## src/rtl/debounce_filter.sv

```systemverilog
// rtl/debounce_filter.sv - tick-sampled push-button debounce filter with rise/fall pulses
module debounce_filter #(
    parameter int STABLE_TICKS = 4,
    parameter int CNT_W        = 8
) (
    input  logic clk,
    input  logic rst_a_n,
    input  logic tick_in,
    input  logic btn_raw,
    output logic btn_level,
    output logic btn_rise,
    output logic btn_fall,
    output logic busy
);

    typedef enum logic [1:0] {
        ST_LOW,
        ST_CHK_HIGH,
        ST_HIGH,
        ST_CHK_LOW
    } state_t;

    // Qualification completes on the tick where cnt+1 reaches STABLE_TICKS.
    localparam logic [CNT_W-1:0] CNT_LAST = CNT_W'(STABLE_TICKS - 1);
    localparam logic [CNT_W-1:0] CNT_ONE  = CNT_W'(1);

    state_t           state, state_nxt;
    logic [CNT_W-1:0] cnt, cnt_nxt;
    logic             s1, s2;
    logic             level_nxt, rise_nxt, fall_nxt;

    always_ff @(posedge clk or negedge rst_a_n) begin
        if (!rst_a_n) begin
            s1 <= 1'b0;
            s2 <= 1'b0;
        end else begin
            s1 <= btn_raw;
            s2 <= s1;
        end
    end

    always_ff @(posedge clk or negedge rst_a_n) begin
        if (!rst_a_n) begin
            state     <= ST_LOW;
            cnt       <= '0;
            btn_level <= 1'b0;
            btn_rise  <= 1'b0;
            btn_fall  <= 1'b0;
        end else begin
            state     <= state_nxt;
            cnt       <= cnt_nxt;
            btn_level <= level_nxt;
            btn_rise  <= rise_nxt;
            btn_fall  <= fall_nxt;
        end
    end

    always_comb begin
        state_nxt = state;
        cnt_nxt   = cnt;
        level_nxt = btn_level;
        rise_nxt  = 1'b0;
        fall_nxt  = 1'b0;
        if (tick_in) begin
            case (state)
                ST_LOW: begin
                    if (s2) begin
                        state_nxt = ST_CHK_HIGH;
                        cnt_nxt   = CNT_ONE;
                    end
                end
                ST_CHK_HIGH: begin
                    if (!s2) begin
                        state_nxt = ST_LOW;
                        cnt_nxt   = '0;
                    end else if (cnt == CNT_LAST) begin
                        state_nxt = ST_HIGH;
                        cnt_nxt   = '0;
                        level_nxt = 1'b1;
                        rise_nxt  = 1'b1;
                    end else begin
                        cnt_nxt = cnt + CNT_ONE;
                    end
                end
                ST_HIGH: begin
                    if (!s2) begin
                        state_nxt = ST_CHK_LOW;
                        cnt_nxt   = CNT_ONE;
                    end
                end
                ST_CHK_LOW: begin
                    if (s2) begin
                        state_nxt = ST_HIGH;
                        cnt_nxt   = '0;
                    end else if (cnt == CNT_LAST) begin
                        state_nxt = ST_LOW;
                        cnt_nxt   = '0;
                        level_nxt = 1'b0;
                        fall_nxt  = 1'b1;
                    end else begin
                        cnt_nxt = cnt + CNT_ONE;
                    end
                end
                default: begin
                    state_nxt = ST_LOW;
                    cnt_nxt   = '0;
                end
            endcase
        end
    end

    assign busy = (state == ST_CHK_HIGH) || (state == ST_CHK_LOW);

endmodule

```

## config.mk

```make
export PLATFORM = sky130hd
export DESIGN_NAME = debounce_filter
export DESIGN_NICKNAME = d
export VERILOG_FILES = /design/src/rtl/debounce_filter.sv
export SDC_FILE = /design/constraint.sdc
export NUM_CORES = 1
export LEC_CHECK = 0
export BUFFER_PORTS_ARGS = -buffer_cell sky130_fd_sc_hd__buf_2
export CAP_MARGIN = 10
export CELL_PAD_IN_SITES_DETAIL_PLACEMENT = 1
export CELL_PAD_IN_SITES_GLOBAL_PLACEMENT = 2
export CORE_AREA = 8 8 61 50
export CTS_CLUSTER_DIAMETER = 80
export DETAILED_ROUTE_END_ITERATION = 8
export DIE_AREA = 0 0 69 58
export GPL_ROUTABILITY_DRIVEN = 0
export GPL_TIMING_DRIVEN = 0
export PLACE_DENSITY_LB_ADDON = 0.1
export SYNTH_ARGS = -nofsm -noshare
export SYNTH_HDL_FRONTEND = slang
export SYNTH_SLANG_ARGS = --single-unit
```

## constraint.sdc

```tcl
create_clock -name clk -period 2.8 [get_ports clk]
set_input_delay 0.14 -clock clk [delete_from_list [all_inputs] [get_ports clk]]
set_output_delay 0.14 -clock clk [all_outputs]
set_load 0.02 [all_outputs]
```

After elaboration in Yosys (flattened, before gate mapping)
Cells that the tools add are included.
{"block": "word_totals", "register_bits": 15, "latchBits": 0, "mem_bits_rw": 0, "romBits": 0, "input_bits": 4, "out_inout_bits": 4, "n_memories": 0}
{"block": "classes", "addsub": 1, "n_mul": 0, "n_div": 0, "order_cmp": 0, "n_eq_ne": 12, "shifts": 0, "n_mux": 25, "n_bitwise": 0, "reduce_logical": 6}
{"op": "$mux W8", "count": 5}
{"op": "$pmux W8 S4", "count": 1}
{"op": "$mux W2", "count": 6}
{"op": "$ne A2 B2 Y1 const B", "count": 6}
{"op": "$mux W1", "count": 11}
{"op": "$add A8 B1 Y8 const B", "count": 1}
{"op": "$eq A8 B2 Y1 const B", "count": 1}
{"op": "$pmux W2 S4", "count": 1}
{"op": "$ne A3 B3 Y1 const B", "count": 2}
{"op": "$reduce_and A6 Y1", "count": 1}
{"op": "$reduce_and A5 Y1", "count": 1}
{"op": "$eq A2 B2 Y1 const B", "count": 2}
{"op": "$reduce_and A3 Y1", "count": 1}
{"op": "$eq A2 B1 Y1 const B", "count": 1}
{"op": "$logic_not A2 Y1", "count": 1}
{"op": "$pmux W1 S2", "count": 1}
{"op": "$reduce_bool A2 Y1", "count": 1}
{"op": "$logic_or A1 B1 Y1", "count": 1}

Longest topological paths before layout
{"block": "logic_depth", "depth_word": 5, "ltp_mapped": 6, "mapped_depth_nobuf": 5}

Worst setup path before layout
OpenSTA, ideal clock, no wires.
{"block": "synth_path", "kind": "reg-to-reg", "startpoint": "register cnt[4]", "endpoint": "register with a tool-made name", "setup_ns": 0.125, "arrival_ns": 1.687, "required_ns": 2.675, "path_slack_ns": 0.988, "path_stages_with_launch": 5, "path_buffers": 0, "synth_period_minus_slack_ns": 1.812, "path_cell_list": "dfrtp_1 or3_1 or4_4 a21oi_2 mux2_2"}
{"element": "from (decl)", "line_no": "28", "source": "logic [CNT_W-1:0] cnt, cnt_nxt;"}
{"element": "from (signal assigned)", "line_no": "51", "source": "cnt <= cnt_nxt;"}

==> reports/metrics.cfg <==
[run_status]
run_status=finished, final reports clean

[die]
core_um2=2140
placementRows=15
dieWidth_um=69
initial_core_util_pct=35.4
floorplan.die_area_um2=4000
floorplan.io_pins=8
dieHeight_um=58

[routing]
drtAntennaViolNets=0
vias_per_cell=5.37
drt-total-wl_mm=1.72
drtIter0Drc=16
drc=0
vias=607
drt_pre_antenna_iters=3
routedWlPerCell_um=15.2

[sta]
setup_viol=0
fin_setup_tns_ns=0
report.final.hold_viol_count=0
timing_max_transition_violations_final=0
final_period_minus_worst_setup_slack_ns=1.95
grt_setup_unrepaired=no
holdWs_ns=0.196
timing.max_slew.rel_slack_pct=51.7
tightestPinTransition_ns=0.719
finalCritPeriodShare_pct=69.7
maxClockFrequency_ghz=0.512
clock-skew-final_ns=0.00103

[synth]
syn-cell-area_um2=757
postSynth.asyncResetShare_pct=100
yosys-mux-area-fraction_pct=1.49
synth_cell_types=35
xor_xnor_share_of_the_synthesized_area_pct=1.16
postSynthNetCount=80
synthTopCellsByCount=sky130_fd_sc_hd__dfrtp_1 (15), sky130_fd_sc_hd__nand2_1 (7), sky130_fd_sc_hd__nand3_1 (7), sky130_fd_sc_hd__inv_1 (6), sky130_fd_sc_hd__a21oi_1 (4)
synthDominantAreaCellType=sky130_fd_sc_hd__dfrtp_1
post_synth.cell_area_avg_um2=10.1
synthesized_instance_count=75
synth_top_cell_area_share_pct=49.6
ys_seq_area_share_pct=49.6
synth_edf_count=0
ys_ff_latch=15
synth_top_flop_cell=sky130_fd_sc_hd__dfrtp_1
synth_fa_ha_area_share_pct=1.65
ys_top_cells_by_area=sky130_fd_sc_hd__dfrtp_1 (50%), sky130_fd_sc_hd__nand3_1 (4.6%), sky130_fd_sc_hd__nand2_1 (3.5%)
yosys.area_share.simple_pct=22.5
synth_most_common_cell=sky130_fd_sc_hd__dfrtp_1
synth_top_family_by_area=simple AND/OR/NAND/NOR gates
synth-compound-area-share_pct=18.0
ys.warnings.count=0

[setup_path]
crit_fanout=8
path_buf_inv=0
critPathRequiredTime_ns=2.97
setup.worst_path.class=reg2reg
critPathTopFamily=simple AND/OR/NAND/NOR gates
launching_element_type_of_the_critical_path=flip-flop
cp-end-kind=flip-flop
critical_path.cell_chain=or3_1 -> or4_4 -> a21oi_2 -> mux2_2
worst_ep_arrival_time_ns=2.13
cp_slowest_cell=sky130_fd_sc_hd__dfrtp_1
max_stage_delay_ns=0.46

[power_and_ir_drop]
ir_worst_vdd_v=0.000449
power_density_over_the_cells_nw_per_um2=820
p_leak_nw=0.355

[global_route]
global_route_wire_length_before_repair_mm=2.98
number_of_antenna_violations_at_the_first_check_in_global_routing=0
overflow=0
groute.usage.overall_pct=9.34
grt_pass1_vias=609
grt_max_degree=16

[layout]
final_layout_size_suffix_gt1_share_pct=20.5
stdcell_area_um2=870
final_net_count=94
insertedDiodeCount=0
synthToLayoutAreaGrowth_pct=14.9

[hold_path]
hold_class=in2reg

[clock_tree]
clock_insertion_delay_worst_skew_ns=0.28
tritoncts=done
cts-root-to-sink-buffers=2
clk_pin_slew_worst_paths_ns=0.09
cts_made_buffers=3
clock_tree.root_cell=sky130_fd_sc_hd__clkbuf_4
post-cts-setup-buffer-count=0
cts-htree-levels=1
clock_sink_count=15
cts_resized=0
ctsHoldBuffers=2

[placed_design]
place.detailed.hpwl_mm=1.25
detailed_place.area_um2=823
io_buffers=7

[job]
cap_violations=0

## state kept, by name (all words and copies together) (netlist names), named ones only
| register | flops |
|---|---|
| state | 1 |
| s1 | 1 |
| btn_fall | 1 |
| s2 | 1 |
| btn_level | 1 |
| cnt | 8 |
| btn_rise | 1 |
## path summary, 6_finish.rpt
check / start / to / slack [ns] / depth (start not counted)
hold / removal: tick_in / cnt[1] / 0.20 / 2
setup / recovery: cnt[4] / flip-flop / 0.85 / 4
min in group asynchronous: rst_a_n / s1 / 0.28 / 2
setup reg to reg: cnt[4] / flip-flop / 0.85 / 4
hold reg to reg: s1 / s2 / 0.35 / 0
max in group asynchronous: rst_a_n / cnt[5] / 2.27 / 2
## cells by family after synthesis
family / count (synthesis)
AO/OA/AOI/OAI: 19
XOR/XNOR: 1
adder cells (fa/ha/maj): 1
buffers and inverters: 9
flip-flops: 15
multiplexers: 1
AND/OR/NAND/NOR: 29
## through the flow
| stage | utilization, % | total power [W] | instances | worst slack, ns |
|---|---|---|---|---|
| 2_1_floorplan | - | 0.000513 | 75 | 0.988 |
| 3_3_place_gp | 38.5 | 0.000583 | 107 | 0.897 |
| 3_5_place_dp | 38.5 | 0.000594 | 107 | 0.874 |
| 4_1_cts | 40.6 | 0.000726 | 113 | 0.848 |
| 5_1_grt | 40.6 | 0.000773 | 113 | 0.801 |
| 6_report | 40.6 | 0.000713 | 113 | 0.848 |
## metal layers
| metal | GRT usage, % | share of wire (%) | up-vias |
|---|---|---|---|
| met5 | 0 | 0 | - |
| li1 | - | - | 300 |
| met1 | 11.6 | 53 | 298 |
| met3 | 4.77 | 5.0 | 2 |
| met2 | 13.8 | 41 | 7 |
| met4 | 2.62 | 0.87 | 0 |
## where the power goes
part,leakage [nW],internal [W],switching [W]
clock,0.0150,0.0000553,0.0000690
combinational,0.143,0.000108,0.000161
sequential,0.197,0.000263,0.0000574
## cells in the final DEF (no fill, tap or decap), types with 3 or more instances in the layout
| cell type | count |
|---|---|
| sky130_fd_sc_hd__nand2_1 | 7 |
| sky130_fd_sc_hd__nand3_1 | 7 |
| sky130_fd_sc_hd__dfrtp_1 | 15 |
| sky130_fd_sc_hd__buf_2 | 8 |
| sky130_fd_sc_hd__inv_1 | 6 |
| sky130_fd_sc_hd__clkbuf_4 | 3 |
| sky130_fd_sc_hd__a21oi_1 | 4 |
## cell type report
class                           instances  area (µm²)
Clock buffer                            4        26.3
Multi-Input combinational cell         51         339
Timing Repair Buffer                    9        55.1
Inverter                                6        22.5
Sequential cell                        15         375
Buffer                                  3        20.0
Tap cell                               25        31.3
Fill cell                             260        1270
(Power assumes the default switching activity.)
